===== src/rtl/mu_arb_pkg.sv =====
`default_nettype none
// ============================================================================
// Module   : mu_arb_pkg
// Brief    : Shared constants and types for the two-master MemoryUnit arbiter
// Revision : 1.0 - initial release
// ============================================================================
package mu_arb_pkg;

    // Default bus geometry of the MemoryUnit
    localparam int DEF_ADDR_W = 27;
    localparam int DEF_DATA_W = 32;

    // Master indices: the CPU and the auxiliary master (e.g. DMA)
    localparam logic M_CPU = 1'b0;
    localparam logic M_AUX = 1'b1;

    // Arbiter FSM encoding
    typedef logic [1:0] arb_state_t;
    localparam arb_state_t ST_IDLE    = 2'd0;
    localparam arb_state_t ST_WAIT_HI = 2'd1;
    localparam arb_state_t ST_WAIT_LO = 2'd2;

endpackage
`default_nettype wire


===== src/rtl/mu_arb_req_latch.sv =====
`default_nettype none
// ============================================================================
// Module   : mu_arb_req_latch
// Brief    : Per-master request latch: captures one request, holds it while
//            it is outstanding, and returns the registered read result
// Revision : 1.0 - initial release
// ============================================================================
module mu_arb_req_latch
    import mu_arb_pkg::*;
#(
    parameter int ADDR_W = DEF_ADDR_W,
    parameter int DATA_W = DEF_DATA_W
) (
    input  logic              clk,
    input  logic              rst,
    input  logic              i_start,
    input  logic [ADDR_W-1:0] i_address,
    input  logic [DATA_W-1:0] i_data,
    input  logic              i_we,
    input  logic              i_complete,
    input  logic [DATA_W-1:0] i_rd_data,
    output logic [ADDR_W-1:0] o_address,
    output logic [DATA_W-1:0] o_data,
    output logic              o_we,
    output logic              o_busy,
    output logic [DATA_W-1:0] o_q
);

    logic              r_pending;
    logic [ADDR_W-1:0] r_address;
    logic [DATA_W-1:0] r_data;
    logic              r_we;
    logic [DATA_W-1:0] r_q;

    // Capture a request only into an empty latch; completion empties it.
    // i_complete is only raised for a pending latch, so the two never collide.
    always_ff @(posedge clk or posedge rst) begin
        if (rst) begin
            r_pending <= 1'b0;
            r_address <= '0;
            r_data    <= '0;
            r_we      <= 1'b0;
        end else if (i_start && !r_pending) begin
            r_pending <= 1'b1;
            r_address <= i_address;
            r_data    <= i_data;
            r_we      <= i_we;
        end else if (i_complete) begin
            r_pending <= 1'b0;
        end
    end

    // Read result register: updated only when a read completes
    always_ff @(posedge clk or posedge rst) begin
        if (rst) begin
            r_q <= '0;
        end else if (i_complete && !r_we) begin
            r_q <= i_rd_data;
        end
    end

    assign o_address = r_address;
    assign o_data    = r_data;
    assign o_we      = r_we;
    assign o_busy    = r_pending;
    assign o_q       = r_q;

endmodule
`default_nettype wire


===== src/rtl/mu_arbiter.sv =====
`default_nettype none
// ============================================================================
// Module   : mu_arbiter
// Brief    : Two-master arbiter in front of MemoryUnit. Each master sees the
//            MemoryUnit start/busy/q protocol; requests are latched, granted
//            round-robin or fixed-priority, and issued one at a time.
// Revision : 1.0 - initial release
// ============================================================================
module mu_arbiter
    import mu_arb_pkg::*;
#(
    parameter int ADDR_W     = DEF_ADDR_W,
    parameter int DATA_W     = DEF_DATA_W,
    parameter int FIXED_PRIO = 0
) (
    input  logic              clk,
    input  logic              reset,
    input  logic [ADDR_W-1:0] m0_address,
    input  logic [DATA_W-1:0] m0_data,
    input  logic              m0_we,
    input  logic              m0_start,
    output logic              m0_busy,
    output logic [DATA_W-1:0] m0_q,
    input  logic [ADDR_W-1:0] m1_address,
    input  logic [DATA_W-1:0] m1_data,
    input  logic              m1_we,
    input  logic              m1_start,
    output logic              m1_busy,
    output logic [DATA_W-1:0] m1_q,
    output logic [ADDR_W-1:0] mu_address,
    output logic [DATA_W-1:0] mu_data,
    output logic              mu_we,
    output logic              mu_start,
    input  logic              mu_busy,
    input  logic [DATA_W-1:0] mu_q,
    input  logic              mu_init_done
);

    localparam int C_NUM_M = 2;

    logic [C_NUM_M-1:0] w_req_start;
    logic [C_NUM_M-1:0] w_req_we;
    logic [ADDR_W-1:0]  w_req_address [C_NUM_M];
    logic [DATA_W-1:0]  w_req_data    [C_NUM_M];
    logic [ADDR_W-1:0]  w_lat_address [C_NUM_M];
    logic [DATA_W-1:0]  w_lat_data    [C_NUM_M];
    logic [C_NUM_M-1:0] w_lat_we;
    logic [C_NUM_M-1:0] w_pend;
    logic [C_NUM_M-1:0] w_complete;
    logic [DATA_W-1:0]  w_q           [C_NUM_M];

    arb_state_t         r_state;
    logic               r_grant;
    logic               r_last_grant;
    logic [ADDR_W-1:0]  r_mu_address;
    logic [DATA_W-1:0]  r_mu_data;
    logic               r_mu_we;

    logic               w_winner;
    logic               w_issue;
    logic               w_done;

    assign w_req_start          = {m1_start, m0_start};
    assign w_req_we             = {m1_we, m0_we};
    assign w_req_address[M_CPU] = m0_address;
    assign w_req_address[M_AUX] = m1_address;
    assign w_req_data[M_CPU]    = m0_data;
    assign w_req_data[M_AUX]    = m1_data;

    genvar gi;
    generate
        for (gi = 0; gi < C_NUM_M; gi++) begin : g_req
            mu_arb_req_latch #(
                .ADDR_W (ADDR_W),
                .DATA_W (DATA_W)
            ) u_latch (
                .clk        (clk),
                .rst        (reset),
                .i_start    (w_req_start[gi]),
                .i_address  (w_req_address[gi]),
                .i_data     (w_req_data[gi]),
                .i_we       (w_req_we[gi]),
                .i_complete (w_complete[gi]),
                .i_rd_data  (mu_q),
                .o_address  (w_lat_address[gi]),
                .o_data     (w_lat_data[gi]),
                .o_we       (w_lat_we[gi]),
                .o_busy     (w_pend[gi]),
                .o_q        (w_q[gi])
            );

            assign w_complete[gi] = w_done && (r_grant == 1'(gi));
        end
    endgenerate

    // Winner selection: a lone requester always wins; ties go to the master
    // that was not served last, or to the CPU when priority is fixed.
    always_comb begin
        w_winner = w_pend[M_CPU] ? M_CPU : M_AUX;
        if (&w_pend) begin
            w_winner = (FIXED_PRIO != 0) ? M_CPU : ~r_last_grant;
        end
    end

    // Issue is combinational so mu_start appears in the cycle the latch fills
    assign w_issue = (r_state == ST_IDLE) && mu_init_done && (|w_pend);
    assign w_done  = (r_state == ST_WAIT_LO) && !mu_busy;

    // Transaction FSM: issue, wait for MemoryUnit to go busy, then idle again
    always_ff @(posedge clk or posedge reset) begin
        if (reset) begin
            r_state      <= ST_IDLE;
            r_grant      <= M_CPU;
            r_last_grant <= M_AUX;
        end else begin
            case (r_state)
                ST_IDLE: begin
                    if (w_issue) begin
                        r_state <= ST_WAIT_HI;
                        r_grant <= w_winner;
                    end
                end
                ST_WAIT_HI: begin
                    if (mu_busy) begin
                        r_state <= ST_WAIT_LO;
                    end
                end
                ST_WAIT_LO: begin
                    if (!mu_busy) begin
                        r_state      <= ST_IDLE;
                        r_last_grant <= r_grant;
                    end
                end
                default: begin
                    r_state <= ST_IDLE;
                end
            endcase
        end
    end

    // Hold the issued command on the bus for the whole transaction;
    // write-enable drops once the transaction retires.
    always_ff @(posedge clk or posedge reset) begin
        if (reset) begin
            r_mu_address <= '0;
            r_mu_data    <= '0;
            r_mu_we      <= 1'b0;
        end else if (w_issue) begin
            r_mu_address <= w_lat_address[w_winner];
            r_mu_data    <= w_lat_data[w_winner];
            r_mu_we      <= w_lat_we[w_winner];
        end else if (w_done) begin
            r_mu_we      <= 1'b0;
        end
    end

    assign mu_start   = w_issue;
    assign mu_address = w_issue ? w_lat_address[w_winner] : r_mu_address;
    assign mu_data    = w_issue ? w_lat_data[w_winner]    : r_mu_data;
    assign mu_we      = w_issue ? w_lat_we[w_winner]      : r_mu_we;

    assign m0_busy = w_pend[M_CPU];
    assign m1_busy = w_pend[M_AUX];
    assign m0_q    = w_q[M_CPU];
    assign m1_q    = w_q[M_AUX];

endmodule
`default_nettype wire


===== config.mk =====
export PLATFORM = sky130hd
export DESIGN_NAME = mu_arbiter
export DESIGN_NICKNAME = d
export VERILOG_FILES = /design/src/rtl/mu_arb_pkg.sv /design/src/rtl/mu_arb_req_latch.sv /design/src/rtl/mu_arbiter.sv
export SDC_FILE = /design/constraint.sdc
export NUM_CORES = 1
export LEC_CHECK = 0
export CAP_MARGIN = 20
export CORE_MARGIN = 2
export CORE_UTILIZATION = 48
export CTS_CLUSTER_DIAMETER = 120
export DETAILED_ROUTE_END_ITERATION = 12
export GPL_ROUTABILITY_DRIVEN = 0
export GPL_TIMING_DRIVEN = 0
export PLACE_DENSITY = 0.84
export SETUP_SLACK_MARGIN = 0.1
export SLEW_MARGIN = 20
export SYNTH_ARGS = -nofsm -noshare
export SYNTH_HDL_FRONTEND = slang
export SYNTH_SLANG_ARGS = --single-unit

===== constraint.sdc =====
create_clock -name clk -period 10.5 [get_ports clk]
set_clock_uncertainty 0.15 [all_clocks]
set_input_delay 2.1 -clock clk [delete_from_list [all_inputs] [get_ports clk]]
set_output_delay 2.1 -clock clk [all_outputs]
set_load 0.03 [all_outputs]

* After elaboration in Yosys (flattened, before gate mapping)
Cells that the tools add are included.
** Storage, ports and cells
- Flip-flop bits (word level) :: 250
- Logic and storage cells :: 73
** Operators by class
- Reductions and logical operators :: 23
- Equality and inequality tests :: 5
- $lt $le $gt $ge :: 2
- Multiplexer cells :: 23
- Bitwise logic cells :: 4
** Operator list (number)
- 2-to-1 mux 32 bit :: 4
- 2-to-1 mux 27 bit :: 4
- 2-to-1 mux 1 bit :: 11
- logical AND 1 bit :: 9
- 2-to-1 mux 2 bit :: 3
- inequality test 2 bit, second input constant :: 3
- case mux 2 bit (3 select lines) :: 1
- AND reduction 2 bit :: 3
- nonzero test 2 bit :: 3
- logical NOT 1 bit :: 5
- inverter 1 bit :: 3
- AND reduction 3 bit :: 1
- == test 2 x 1 -> 1 bit, second input constant :: 1
- == test 2 bit, second input constant :: 1
- greater-or-equal comparator 2 bit, second input constant :: 1
- logical NOT 2 bit :: 1
- < comparator 1 x 2 -> 1 bit, second input constant :: 1
- inverter 1 -> 2 bit :: 1
- OR reduction 2 bit :: 1

* Logic depth before layout (Yosys ltp)
Gate-level depths: netlist (run 1).
- Word-level depth :: 7
- Gate-level depth with buffers :: 6
- Gate-level depth less buffers :: 4

* By module
Synthesis (run 1) repeated with hierarchy kept, for this count alone.
** Unflattened totals
- Cell total of the unflattened synthesis :: 683
- Area total of the unflattened synthesis :: 10537.6 µm²
** By module, submodules not included
- mu_arb_req_latch :: area an instance 3792.4 µm², times used 2, sequential area each 2327.2 µm², cells each 201
- mu_arbiter :: area an instance 2952.8 µm², times used 1, sequential area each 1602.8 µm², cells each 281

* Least setup slack after synthesis (run 1)
OpenSTA, ideal clock, no wires.
- Path kind :: in2out
- From :: in mu_init_done
- To :: out mu_address[15]
- Setup slack :: 4.575 ns
- Stages on the path :: 4
- Data arrival time :: 3.675 ns
- Cell sequence :: nor4b_2 > clkbuf_1 > clkbuf_1 > a21oi_1
** Between the ends
- Cells in the longest elaborated chain, start to end :: 3
** Ends and longest elaborated chain
- start: declaration :: RTL line mu_arbiter.sv:36 : input logic mu_init_done
- logical AND 1 bit (2 in a row) :: RTL line mu_arbiter.sv:106 : assign w_issue = (r_state == ST_IDLE) && mu_init_done && (|w_pend);
- via mu_start :: RTL line mu_arbiter.sv:33 : output logic mu_start,
- 2-to-1 mux 27 bit
- end: declaration :: RTL line mu_arbiter.sv:30 : output logic [ADDR_W-1:0] mu_address,
The timed path passes the listed nets, and every way through them passes these cells.

* Worst setup path in the final report (run 1)
- From :: in mu_init_done
- To :: out mu_data[18]
** Between the ends
- Cells in the longest elaborated chain, start to end :: 3
** Ends and longest elaborated chain
- logical AND 1 bit (2 in a row) :: RTL line mu_arbiter.sv:106
- 2-to-1 mux 32 bit
- end: declaration :: RTL line mu_arbiter.sv:31 : output logic [DATA_W-1:0] mu_data,
No other way between the ends.

==> impl_metrics.py, run 1 <==
metrics = {
    "outcome": {
        "status": "completed",
    },
    "power": {
        "power_switching_share": 0.376,
        "leakagePower_nw": 6.24,
        "p_int_mw": 3.20,
        "ir_worst_vdd_mv": 0.266,
        "power.density_nw_per_um2": 362,
        "pwr-share-comb": 0.472,
        "seq_power_share": 0.329,
        "power_switching_mw": 1.93,
        "p_clk_frac": 0.199,
    },
    "clocking": {
        "cts_tree": "yes",
        "cts_buffer_depth": 3,
        "cts_buffers": 27,
        "clkLatencyLatePin_ps": 520,
        "cts_hold_buf": 0,
        "cts_setup_buffers": 0,
        "clock-root-buffer": "clkbuf_16",
        "cts_sinks": 250,
        "clkTransAtPathRegs_ps": 60,
        "cts_max_level": 1,
        "cts.repair.resized": 0,
    },
    "detailed_routing": {
        "via_per_inst": 5.17,
        "ant_nets": 0,
        "route.detailed.drc": 0,
        "drt_pass1_iterations": 6,
        "vias": 6638,
        "wirelength_um": 25200,
        "post_drt_wl_per_cell_um": 19.6,
        "drt-initial-drc-count": 204,
    },
    "setup_path": {
        "critPathTopFamily": "buffers and inverters",
        "crit_path_max_fanout": 10,
        "cp-start-kind": "input port",
        "crit_buf_inv": 4,
        "arrival_ps": 5290,
        "cpMaxStageDelayCell": "nor4b_2",
        "reg2reg_from": "r_state[0]",
        "rr_worst_depth": 4,
        "max_stage_delay_ps": 730,
        "reg2reg_slack_ps": 7560,
        "critical_path_required_ps": 8250,
        "crit_type": "input port to output pin",
        "path_cells": "clkdlybuf4s50_1 > nor4b_2 > clkbuf_1 > clkbuf_1 > a21oi_1 > clkdlybuf4s50_1",
        "worstReg2RegEnd": "r_mu_data[21]",
        "setup.worst_path.end": "mu_data[18]",
        "startpoint": "mu_init_done",
        "end_kind": "output pin",
        "cp.depth": 6,
    },
    "grt": {
        "grt-busiest-layer": "met2",
        "use_met3": 0.0679,
        "first_global_vias": 7131,
        "track_usage": 0.230,
        "antenna_found_initial": 0,
        "grt-ovfl-total": 0,
        "grt_pass1_wl_um": 39600,
        "grt_use_met1": 0.293,
        "grt_max_degree": 106,
        "grt_use_met2": 0.390,
    },
    "timing": {
        "fin_crit_sh": 0.718,
        "fmax_mhz": 133,
        "period_minus_slack_ps": 7540,
        "setup_ws_ps": 2960,
        "relSlewSlack": 0.391,
        "worst_slew_pin_slew_ps": 912,
        "report.final.hold_viol_count": 0,
        "setup-tns-final_ps": 0,
        "setup_viol": 0,
        "report.final.slew_viol_count": 0,
        "rsz0062_at_grt": "no",
    },
    "cells_and_area": {
        "nNetsFinal": 1152,
        "finish.utilization": 0.698,
        "final_cells": 1285,
        "final_cell_area_um2": 14200,
        "syn_to_final_growth_pct": 42.5,
        "antenna_cells": 0,
        "drive_gt1_frac": 0.243,
    },
    "floorplanning": {
        "initial_core_util": 0.490,
        "die_width_um": 148,
        "dieArea_um2": 21900,
        "placeableCoreArea_um2": 20300,
        "rows": 52,
        "die_h_um": 148,
        "pin_count": 285,
    },
    "flow_run": {
        "cap_viol_max_count": 0,
    },
    "logic_synthesis": {
        "synth_fp_nets": 837,
        "synthTopCellsByArea": "dfrtp_1, mux2_2, mux2i_1",
        "synth_cells": 679,
        "ys_seq_area_frac": 0.629,
        "syn-cell-area_um2": 9940,
        "synthTopCellsByCount": "dfrtp_1, mux2_2, nor2_1",
        "async_flop_share": 1.00,
        "synth_edf_count": 0,
        "synth-main-ff-cell": "dfrtp_1",
        "synth_top_area_share": 0.627,
        "synth_area_leader_cell": "dfrtp_1",
        "yosys_register_bits": 250,
        "yosysMostFrequentCell": "dfrtp_1",
        "postSynthAreaPerCell_um2": 14.6,
        "yosysWarningCount": 0,
        "synth.distinct_cells": 25,
    },
    "min_path": {
        "worstHoldPathCells": 2,
        "hold_class": "register to register",
    },
    "placement": {
        "post-place-ws_ps": 2940,
        "hpwl_um": 17600,
        "portBuffers": 284,
        "dpl_cell_area_um2": 13200,
        "place_inst": 1235,
    },
}
## worst min path at each step
stage | startpoint | slack, ps | end
2_1_floorplan | r_last_grant | 290 | r_last_grant
3_3_place_gp | r_last_grant | 300 | r_last_grant
3_5_place_dp | r_last_grant | 300 | r_last_grant
4_1_cts | r_last_grant | 340 | r_last_grant
5_1_grt | r_last_grant | 350 | r_last_grant
6_report | r_last_grant | 340 | r_last_grant
## metal layers
layer / share of wire / wire length, um / vias up
met4: 0.026 / 649 / 0
met2: 0.48 / 12200 / 261
li1: - / - / 3009
met3: 0.084 / 2120 / 49
met1: 0.41 / 10300 / 3319
met5: 0 / 0 / -
## final cells by class
class                   instances  area (um2)
flip-flops and latches        250        6260
fillers                      1408        6140
multi-input cells             386        3460
repair buffers                286        2900
clock buffers                  37         783
well taps                     270         338
plain buffers                  41         218
clock inverters                13         196
inverters                       2        15.0
## cells by family after synthesis
kind of cell / Yosys count / share of synthesized area
DFF: 250 / 0.629
AOI/OAI and AO/OA: 64 / 0.0327
and+or+nand+nor: 75 / 0.0320
muxes: 246 / 0.282
xor gates and xnor gates: 1 / 0.000881
buffers and inverters: 43 / 0.0227
## cells in the final DEF, fill, tap and decap left out, types with 4 or more instances in the layout
cell type	synthesis	routed
clkbuf_8	0	7
clkbuf_1	30	33
mux2_2	155	155
nand2_1	4	4
buf_2	6	6
mux2i_1	61	61
mux2_4	30	30
a21oi_1	60	60
dfrtp_1	249	249
clkdlybuf4s50_1	0	284
clkbuf_16	0	27
bufinv_16	0	5
clkinv_2	0	6
nor2_1	62	62
## sequential cells by signal (all words and copies together), names as in the netlist
register                 count
r_last_grant                 1
g_req.u_latch.o_we           2
g_req.u_latch.o_busy         2
g_req.u_latch.o_q           64
r_mu_we                      1
g_req.u_latch.o_data        64
g_req.u_latch.o_address     54
r_mu_address                27
r_mu_data                   32
r_state                      2
r_grant                      1
## power by group through the flow
| stage | Clock [mW] | Combinational [mW] | Sequential [mW] |
|---|---|---|---|
| after floorplan | 0 | 1.30 | 1.87 |
| after global placement | 0 | 2.38 | 1.67 |
| after detailed placement | 0 | 2.42 | 1.70 |
| after CTS | 1.04 | 2.44 | 1.69 |
| after global routing | 1.08 | 2.57 | 1.74 |
| final | 1.02 | 2.42 | 1.69 |
## worst min-delay path: stages (launching register included)
cell and delay, ps:
dfstp_2 370, nand2_1 60, nand2_1 60
## per-stage QoR
| stage | hold WS [ps] | power, mW |
|---|---|---|
| after global routing | 353 | 5.39 |
| after CTS | 341 | 5.17 |
| after global placement | 299 | 4.05 |
| after detailed placement | 297 | 4.12 |
| final | 338 | 5.13 |
| after floorplan | 287 | 3.17 |
Note: power is estimated with default switching activity, not from simulation.
==> inputs of run 2 (changes only) <==
==> constraint.sdc (replaced) <==
create_clock -name clk -period 7.4 [get_ports clk]
set_clock_uncertainty 0.15 [all_clocks]
set_input_delay 1.48 -clock clk [delete_from_list [all_inputs] [get_ports clk]]
set_output_delay 1.48 -clock clk [all_outputs]
set_load 0.03 [all_outputs]
==> impl_metrics.py, run 2 (synthesized netlist as in run 1, its figures left out) <==
metrics = {
    "power": {
        "p_clk_frac": 0.191,
        "power_switching_mw": 2.73,
        "pwr-share-comb": 0.478,
        "ir_worst_vdd_mv": 0.325,
        "power.density_nw_per_um2": 508,
        "p_int_mw": 4.49,
        "seq_power_share": 0.331,
        "power_switching_share": 0.378,
        "leakagePower_nw": 6.25,
    },
    "timing": {
        "period_minus_slack_ps": 6280,
        "fmax_mhz": 159,
        "rsz0062_at_grt": "no",
        "setup-tns-final_ps": 0,
        "report.final.slew_viol_count": 0,
        "report.final.hold_viol_count": 0,
        "fin_crit_sh": 0.849,
        "worst_slew_pin_slew_ps": 877,
        "setup_ws_ps": 1120,
        "setup_viol": 0,
        "relSlewSlack": 0.414,
    },
    "setup_path": {
        "crit_type": "input port to output pin",
        "end_kind": "output pin",
        "critical_path_required_ps": 5770,
        "path_cells": "clkdlybuf4s50_1 > nor4b_2 > clkbuf_1 > clkbuf_1 > a21oi_1 > clkdlybuf4s50_1",
        "crit_path_max_fanout": 10,
        "cp-start-kind": "input port",
        "max_stage_delay_ps": 700,
        "cpMaxStageDelayCell": "nor4b_2",
        "arrival_ps": 4650,
    },
    "floorplanning": {
        "rows": 52,
        "dieArea_um2": 21900,
        "die_h_um": 148,
        "initial_core_util": 0.490,
        "pin_count": 285,
        "die_width_um": 148,
        "placeableCoreArea_um2": 20300,
    },
    "min_path": {
        "hold_class": "register to register",
    },
    "clocking": {
        "cts_hold_buf": 0,
        "clkTransAtPathRegs_ps": 60,
        "cts_tree": "yes",
        "clkLatencyLatePin_ps": 510,
        "cts_buffer_depth": 3,
        "cts_setup_buffers": 0,
        "cts.repair.resized": 0,
        "cts_max_level": 1,
        "cts_buffers": 27,
        "cts_sinks": 250,
        "clock-root-buffer": "clkbuf_16",
    },
    "detailed_routing": {
        "drt_pass1_iterations": 7,
        "wirelength_um": 25100,
        "post_drt_wl_per_cell_um": 19.5,
        "ant_nets": 0,
        "route.detailed.drc": 0,
        "drt-initial-drc-count": 220,
        "vias": 6628,
        "via_per_inst": 5.14,
    },
    "grt": {
        "antenna_found_initial": 0,
        "first_global_vias": 7185,
        "grt_max_degree": 36,
        "track_usage": 0.232,
        "grt-ovfl-total": 0,
        "grt_pass1_wl_um": 39900,
    },
    "cells_and_area": {
        "syn_to_final_growth_pct": 43.1,
        "final_common_cell": "clkdlybuf4s50_1",
        "final_cells": 1289,
        "drive_gt1_frac": 0.247,
        "final.fill_count": 1406,
        "antenna_cells": 0,
        "layout_common_cells": "clkdlybuf4s50_1, dfrtp_1, mux2_2",
        "nNetsFinal": 1158,
    },
    "placement": {
        "hpwl_um": 17900,
        "portBuffers": 284,
        "post-place-ws_ps": 970,
        "place_inst": 1241,
    },
    "outcome": {
        "status": "completed",
    },
    "flow_run": {
        "cap_viol_max_count": 0,
    },
}
## run 2: power by group through the flow
stage	clock network (mW)	registers [mW]	logic [mW]
after global placement	0	2.37	3.38
after CTS	1.41	2.39	3.49
after floorplan	0	2.66	1.84
after detailed placement	0	2.41	3.45
final	1.38	2.39	3.45
after global routing	1.47	2.47	3.66
## run 2: path summary, 6_finish.rpt
| path | from | to | cells after the start | slack (ps) |
|---|---|---|---|---|
| setup / recovery | mu_init_done | mu_data[17] | 6 | 1120 |
| hold / removal | r_last_grant | r_last_grant | 2 | 320 |
| setup reg to reg | r_state[0] | r_mu_data[17] | 4 | 4480 |
| hold reg to reg | r_last_grant | r_last_grant | 2 | 320 |
| max in group asynchronous | reset | g_req[0].u_latch.o_address[24] | 5 | 4950 |
| min in group asynchronous | reset | g_req[1].u_latch.o_data[22] | 2 | 1150 |
## run 2: through the flow
step                hold WS, ps  instance area (um2)  total power [mW]  utilization
floorplan                   287                 9940              4.49            -
global placement            296                13100              5.75        0.647
detailed placement          309                13300              5.86        0.655
CTS                         326                14200              7.29        0.701
global route                335                14200              7.60        0.701
finish                      316                14200              7.22        0.701
## run 2: cell type report
| cell class | count | area (um2) | area share |
|---|---|---|---|
| clock buffers | 37 | 793 | 0.0558 |
| flip-flops and latches | 250 | 6260 | 0.440 |
| clock inverters | 11 | 140 | 0.00985 |
| inverters | 2 | 11.3 | 0.000792 |
| well taps | 270 | 338 | 0.0237 |
| repair buffers | 292 | 3010 | 0.212 |
| multi-input cells | 386 | 3460 | 0.243 |
| plain buffers | 41 | 218 | 0.0153 |
## run 2: critical path, delay by kind of cell
kind,cells,cell delay [ps]
buffers and inverters,4,2200
and+or+nand+nor,1,700
AOI/OAI and AO/OA,1,260
## run 2: layer usage
metal	vias up	part of all wire	global-route usage	routed length (um)
met2	252	0.51	0.413	12800
met5	-	0	0	0
met4	0	0.016	0.0452	403
li1	3018	-	-	-
met3	38	0.084	0.0676	2110
met1	3320	0.39	0.283	9830
